`src/rtl/qspi_mem_arbiter.sv`:
```
// Arbiter sharing one Wishbone-to-QSPI memory adapter between ibus (fetch) and dbus (data).
// Optional macro QSPI_MEM_ARBITER_ROMWR_ERR_EN adds dbus_err_o for discarded ROM writes.
module qspi_mem_arbiter #(
  parameter int unsigned MAX_DSTREAK = 4
) (
  input  logic        clk_i,
  input  logic        rst_in,
  input  logic        ibus_stb_i,
  input  logic [22:0] ibus_adr_i,
  output logic        ibus_ack_o,
  output logic [31:0] ibus_dat_o,
  input  logic        dbus_stb_i,
  input  logic        dbus_we_i,
  input  logic [3:0]  dbus_be_i,
  input  logic [22:0] dbus_adr_i,
  input  logic [31:0] dbus_dat_i,
  output logic        dbus_ack_o,
  output logic [31:0] dbus_dat_o,
`ifdef QSPI_MEM_ARBITER_ROMWR_ERR_EN
  output logic        dbus_err_o,
`endif
  output logic        mem_sel_rom_ram_o,
  output logic        mem_stb_o,
  output logic        mem_we_o,
  output logic [3:0]  mem_be_o,
  output logic [21:0] mem_adr_o,
  output logic [31:0] mem_dat_o,
  input  logic        mem_ack_i,
  input  logic [31:0] mem_dat_i
);

  localparam logic [3:0] MaxStreak = 4'(MAX_DSTREAK);

  typedef enum logic [1:0] {StIdle, StGntI, StGntD, StDrop} state_e;

  state_e      state_q, state_d;
  logic [3:0]  streak_q, streak_d;
  logic        mem_sel_q, mem_sel_d;
  logic        mem_stb_q, mem_stb_d;
  logic        mem_we_q, mem_we_d;
  logic [3:0]  mem_be_q, mem_be_d;
  logic [21:0] mem_adr_q, mem_adr_d;
  logic [31:0] mem_dat_q, mem_dat_d;
  logic        drop_sig;

  always_comb begin
    state_d    = state_q;
    streak_d   = streak_q;
    mem_sel_d  = mem_sel_q;
    mem_stb_d  = mem_stb_q;
    mem_we_d   = mem_we_q;
    mem_be_d   = mem_be_q;
    mem_adr_d  = mem_adr_q;
    mem_dat_d  = mem_dat_q;
    ibus_ack_o = 1'b0;
    dbus_ack_o = 1'b0;
    drop_sig   = 1'b0;
    unique case (state_q)
      StIdle: begin
        mem_stb_d = 1'b0;
        if (!ibus_stb_i) streak_d = '0;
        // dbus has priority until ibus has waited out MaxStreak dbus grants
        if (dbus_stb_i && (!ibus_stb_i || (streak_q < MaxStreak))) begin
          if (dbus_we_i && !dbus_adr_i[22]) begin
            state_d = StDrop;
          end else begin
            state_d   = StGntD;
            mem_stb_d = 1'b1;
            mem_sel_d = dbus_adr_i[22];
            mem_we_d  = dbus_we_i;
            mem_be_d  = dbus_be_i;
            mem_adr_d = dbus_adr_i[21:0];
            mem_dat_d = dbus_dat_i;
            if (ibus_stb_i) streak_d = streak_q + 4'd1;
          end
        end else if (ibus_stb_i) begin
          state_d   = StGntI;
          streak_d  = '0;
          mem_stb_d = 1'b1;
          mem_sel_d = ibus_adr_i[22];
          mem_we_d  = 1'b0;
          mem_be_d  = 4'hF;
          mem_adr_d = ibus_adr_i[21:0];
        end
      end
      StGntI: begin
        ibus_ack_o = mem_ack_i;
        if (mem_ack_i) begin
          state_d   = StIdle;
          mem_stb_d = 1'b0;
        end
      end
      StGntD: begin
        dbus_ack_o = mem_ack_i;
        if (mem_ack_i) begin
          state_d   = StIdle;
          mem_stb_d = 1'b0;
        end
      end
      StDrop: begin
        drop_sig = 1'b1;
        state_d  = StIdle;
`ifndef QSPI_MEM_ARBITER_ROMWR_ERR_EN
        dbus_ack_o = 1'b1;
`endif
      end
      default: state_d = StIdle;
    endcase
  end

`ifdef QSPI_MEM_ARBITER_ROMWR_ERR_EN
  assign dbus_err_o = drop_sig;
`endif

  always_ff @(posedge clk_i or negedge rst_in) begin
    if (!rst_in) begin
      state_q   <= StIdle;
      streak_q  <= '0;
      mem_sel_q <= 1'b0;
      mem_stb_q <= 1'b0;
      mem_we_q  <= 1'b0;
      mem_be_q  <= '0;
      mem_adr_q <= '0;
      mem_dat_q <= '0;
    end else begin
      state_q   <= state_d;
      streak_q  <= streak_d;
      mem_sel_q <= mem_sel_d;
      mem_stb_q <= mem_stb_d;
      mem_we_q  <= mem_we_d;
      mem_be_q  <= mem_be_d;
      mem_adr_q <= mem_adr_d;
      mem_dat_q <= mem_dat_d;
    end
  end

  assign mem_sel_rom_ram_o = mem_sel_q;
  assign mem_stb_o         = mem_stb_q;
  assign mem_we_o          = mem_we_q;
  assign mem_be_o          = mem_be_q;
  assign mem_adr_o         = mem_adr_q;
  assign mem_dat_o         = mem_dat_q;
  assign ibus_dat_o        = mem_dat_i;
  assign dbus_dat_o        = mem_dat_i;

  // drop_sig is only routed to a port in the error-enabled build
  logic unused_drop;
  assign unused_drop = drop_sig;

endmodule

```
`config.mk`:
```
export PLATFORM = sky130hd
export DESIGN_NAME = qspi_mem_arbiter
export DESIGN_NICKNAME = d
export VERILOG_FILES = /design/src/rtl/qspi_mem_arbiter.sv
export SDC_FILE = /design/constraint.sdc
export NUM_CORES = 1
export LEC_CHECK = 0
export BUFFER_PORTS_ARGS = -buffer_cell sky130_fd_sc_hd__buf_2
export CAP_MARGIN = 20
export CORE_ASPECT_RATIO = 1.1
export CORE_MARGIN = 8
export CORE_UTILIZATION = 37
export CTS_CLUSTER_DIAMETER = 200
export DETAILED_ROUTE_END_ITERATION = 10
export PLACE_DENSITY = 0.78
export SLEW_MARGIN = 15
export SYNTH_ARGS = -nofsm -noshare
export SYNTH_HDL_FRONTEND = slang
export SYNTH_SLANG_ARGS = --single-unit
export TNS_END_PERCENT = 20
```
`constraint.sdc`:
```
create_clock -name clk_i -period 1.5 [get_ports clk_i]
set_input_delay 0 -clock clk_i [delete_from_list [all_inputs] [get_ports clk_i]]
set_output_delay 0 -clock clk_i [all_outputs]
set_load 0.01 [all_outputs]
```
-- Word level (Yosys, flattened, before mapping)
Cells that the tools add are included.
- input bits: 120
- output and inout bits: 127
- register bits after elaboration: 67
- word-level logic and storage cells: 59
- equality and inequality tests: 6
- order comparisons: 1
- reductions and logical operators: 13
- add/sub/neg operators: 1
- bitwise operators: 1
- mux-type cells: 29
- operators with widths (kind ; number):
    two-way mux 22 bit ; 3
    two-way mux 4 bit ; 8
    two-way mux 1 bit ; 12
    two-way mux 2 bit ; 3
    case mux 2 bit (3 select lines) ; 1
    AND reduction 3 bit ; 2
    adder 4 x 1 -> 4 bit (second input constant) ; 1
    equality test 2 bit (second input constant) ; 2
    < comparator 4 x 3 -> 1 bit (second input constant) ; 1
    case mux 1 bit (2 select lines) ; 2
    AND reduction 2 bit ; 2
    nonzero test 2 bit ; 2
    != test 3 bit (second input constant) ; 1
    equality test 2 x 1 -> 1 bit (second input constant) ; 1
    logical AND 1 bit ; 2
    zero test 1 bit ; 2
    zero test 2 bit ; 1
    != test 2 x 1 -> 1 bit (second input constant) ; 1
    != test 2 bit (second input constant) ; 1
    OR reduction 2 bit ; 1
    logical OR 1 bit ; 1
    NOT 1 bit ; 1

-- Depth between registers and ports, before layout
- depth in word-level cells: 5
- depth in mapped cells: 8
- mapped depth without buffers: 6

-- Least setup slack after synthesis
OpenSTA, ideal clock, no wires.
- path kind: flip-flop to flip-flop
- start point: register state_q[0]
- end point: register mem_adr_q[10], in the netlist mem_adr_o[10]
- path slack: -83 ps
- required time: 1376 ps
- clock period less this slack: 1583 ps
- stages on the path, launching flop included: 9
- library setup time: 124 ps
- data arrival time: 1459 ps
- cells stage by stage: dfrtp_1 inv_1 ha_1 buf_2 nand2_1 a21o_1 clkbuf_1 o22ai_1 a21oi_2
- longest elaborated chain between the ends: 2
- ends and longest elaborated chain (item ; RTL line ; source):
    from (decl) ; 36 ; state_e state_q, state_d;
    from (signal assigned) ; 117 ; state_q <= StIdle;
    from (signal assigned) ; 126 ; state_q <= state_d;
    zero test 2 bit ; 58 ; unique case (state_q)
    AND reduction 3 bit (no line) ; - ;
    to (signal assigned) ; 132 ; mem_adr_q <= mem_adr_d;
    to (decl) ; 42 ; logic [21:0] mem_adr_q, mem_adr_d;
No other way between the ends.
A chain may end at the register's enable or synchronous reset.

-- Worst setup path after layout
- start point: register state_q[0]
- end point: register mem_dat_q[6], in the netlist mem_dat_o[6]
- longest elaborated chain between the ends: 2
- ends and longest elaborated chain (item ; RTL line ; source):
    zero test 2 bit ; 58 ;
    AND reduction 3 bit (no line) ; - ;
    to (signal assigned) ; 133 ; mem_dat_q <= mem_dat_d;
    to (decl) ; 43 ; logic [31:0] mem_dat_q, mem_dat_d;
No other way between the ends.

==> impl_metrics.json <==
{
  "vias": 2968,
  "design_power_total_mw": 9.20,
  "syn_area_sq_um": 3400,
  "overflow": 0,
  "arrival_ns": 1.80,
  "htreeDepth": 3,
  "cts-buffers-inserted": 9,
  "wire_per_inst_um": 20.0,
  "antenna_found_initial": 1,
  "synthesis.nets": 425,
  "synth.avg_cell_area_sq_um": 11.4,
  "grt_pass1_vias": 3414,
  "worstSkewPairLatency_ns": 0.35,
  "clock.fmax_mhz": 638,
  "ys_ff_latch": 67,
  "met1_usage_pct": 18.2,
  "initial_core_util_pct": 38.1,
  "dieArea_sq_um": 12500,
  "hold_viol": 0,
  "fin_nets": 620,
  "drc": 0,
  "io_pins": 247,
  "ir_worst_vdd_mv": 0.999,
  "viasPerCell": 4.83,
  "critPathMaxStageDelay_ns": 0.39,
  "gr-usage-all-layers_pct": 18.9,
  "timing.final.crit_share_pct": 104,
  "cts_buffer_depth": 2,
  "grt_first_pass_wirelength_mm": 18.2,
  "synth-edff-count": 0,
  "numPortBuffers": 150,
  "final.setup.worst_slack_ns": -0.0671,
  "violations": "negative setup slack",
  "clock-root-buffer": "clkbuf_8",
  "drt_iter0_drc": 149,
  "skew_ns": 0.0137,
  "cap_violations": 0,
  "min_path_type": "in2out",
  "slew_headroom_pct": 73.3,
  "period_needed_ns": 1.57,
  "synthMuxAreaShare_pct": 10.6,
  "antenna_left": 0,
  "use_met3_pct": 8.66,
  "dpl.hpwl_mm": 7.56,
  "critPathRequiredTime_ns": 1.74,
  "gp_congestion": 0.794,
  "report.final.slew_viol_count": 0,
  "synth-xor-area-share_pct": 0.773,
  "wl_mm": 12.3,
  "core_sq_um": 8920,
  "first_pass_iters": 4,
  "cts.clk_slew.worst_paths_ns": 0.08,
  "ys_warn_count": 0,
  "final-setup-viol-count": 54,
  "grt_start_max_net_pins": 37,
  "cts_tree": "built",
  "async_flop_share_pct": 100,
  "final_layout_size_suffix_gt1_share_pct": 55.7,
  "synth_compound_area_share_pct": 14.6,
  "yosysSeqAreaShare_pct": 49.3,
  "synth_top_family_by_area": "buffers and inverters",
  "synthAdderAreaFrac_pct": 2.21,
  "die-width_um": 107,
  "worst_pin_slew_ns": 0.401,
  "crit_type": "reg2reg",
  "area_growth_syn_to_layout_pct": 55.7,
  "p_leak_nw": 2.57,
  "die_h_um": 117,
  "clkSinkCount": 67,
  "crit_path_end_kind": "register",
  "rsz0062_at_grt": "true",
  "use_met2_pct": 32.7,
  "synth_cell_type_count": 34,
  "status": "complete, but fails checks",
  "crit_slowest_cell": "dfrtp_1",
  "start_kind": "register",
  "path_cells": "inv_2 > ha_4 > nand4_1 > buf_6 > buf_12 > mux2_4",
  "ys.flop_type": "dfrtp_1",
  "top_usage_layer": "met2",
  "synth_cells": 299,
  "pre_cts_slack_ns": -0.183,
  "rows": 36,
  "power.density_nw_per_um2": 1740,
  "fin_util_pct": 59.4,
  "worstPathMaxFanout": 9,
  "synth-simple-area-share_pct": 3.35
}
## where the power goes
group | internal (mW) | leakage (nW) | switching, mW
registers | 2.66 | 0.774 | 0.470
logic | 2.26 | 1.69 | 2.18
clock network | 0.865 | 0.106 | 0.764
## state kept, by name, summed over array words and instances (netlist names)
signal,flops
mem_dat_o,32
mem_adr_o,22
mem_be_o,4
streak_q,4
state_q,2
mem_sel_rom_ram_o,1
mem_stb_o,1
mem_we_o,1
## worst max-delay path: cells and delay by family, from the launching register on
| kind | cells | cell delay [ns] |
|---|---|---|
| and+or+nand+nor | 1 | 0.17 |
| muxes | 1 | 0.31 |
| buffers and inverters | 3 | 0.42 |
| DFF | 1 | 0.39 |
| adders and majority gates | 1 | 0.16 |
## logic make-up (layout without fill, tap and decap cells)
| logic type | count (synthesis) | count (layout) |
|---|---|---|
| AO/OA/AOI/OAI | 67 | 67 |
| XOR/XNOR | 3 | 3 |
| adder cells (fa/ha/maj) | 6 | 6 |
| buffers and inverters | 101 | 301 |
| flip-flops | 67 | 67 |
| multiplexers | 32 | 32 |
| other | 0 | 2 |
| AND/OR/NAND/NOR | 23 | 23 |
## cells in the mapped netlist, types with 5 or more instances
cell	instances	area share, %
ha_1	6	2.2
mux2_2	32	11
buf_2	6	0.88
buf_4	65	14
a21oi_2	20	5.2
a21oi_1	5	0.74
dfrtp_1	67	49
o21ai_0	5	0.74
o22ai_1	23	4.2
inv_1	25	2.8
nor2_1	6	0.66
nand2_1	6	0.66
## metal layers
layer | vias to the layer above | wire length (um)
met5 | - | 0
met4 | 0 | 469
met3 | 44 | 1180
met2 | 170 | 6440
met1 | 1413 | 4230
li1 | 1341 | -
## cell usage in the layout, fill, tap and decap left out, drive strengths merged, types with 12 or more instances in the layout
master	n
inv	26
a21oi	25
dlygate4sd3	84
clkbuf	12
mux2	32
o22ai	23
dfrtp	67
buf	175
## metrics by stage
step / TNS, ns / area, sq um / hold slack (ns) / instances
floorplan: -0.340 / 3410 / -0.296 / 299
global placement: -4.07 / 3910 / -0.0601 / 503
detailed placement: -7.49 / 3910 / -0.0479 / 503
CTS: -0.00808 / 5080 / 0.000101 / 610
global route: -4.25 / 5290 / 0.0000344 / 614
finish: -1.68 / 5300 / 0.00000572 / 615
## area by class of cell
| cell class | instances | area (sq um) |
|---|---|---|
| Tap cell | 114 | 143 |
| Inverter | 25 | 93.8 |
| Sequential cell | 67 | 1680 |
| Timing Repair Buffer | 260 | 1910 |
| Fill cell | 722 | 3620 |
| Antenna cell | 2 | 5.00 |
| Clock inverter | 5 | 60.1 |
| Clock buffer | 11 | 151 |
| Multi-Input combinational cell | 131 | 1260 |
## final timing paths
kind	start	endpoint	slack, ns	cells past startpoint
setup / recovery	state_q[0]	mem_dat_o[6]	-0.07	6
setup reg to reg	state_q[0]	mem_dat_o[6]	-0.07	6
hold / removal	mem_dat_i[18]	dbus_dat_o[18]	0.000006	0
min in group asynchronous	rst_in	streak_q[3]	0.09	2
max in group asynchronous	rst_in	mem_dat_o[7]	0.83	3
hold reg to reg	mem_be_o[0]	mem_be_o[0]	0.49	1
## repair_timing
action	CTS	global route
pin swaps	3	2
gates resized for setup	12	28
buffers inserted	5	2
cloned	2	1
hold endpoints to repair	128	0
setup endpoints to repair	62	61
hold buffers	84	0
Note: power is estimated with default switching activity, not from simulation.
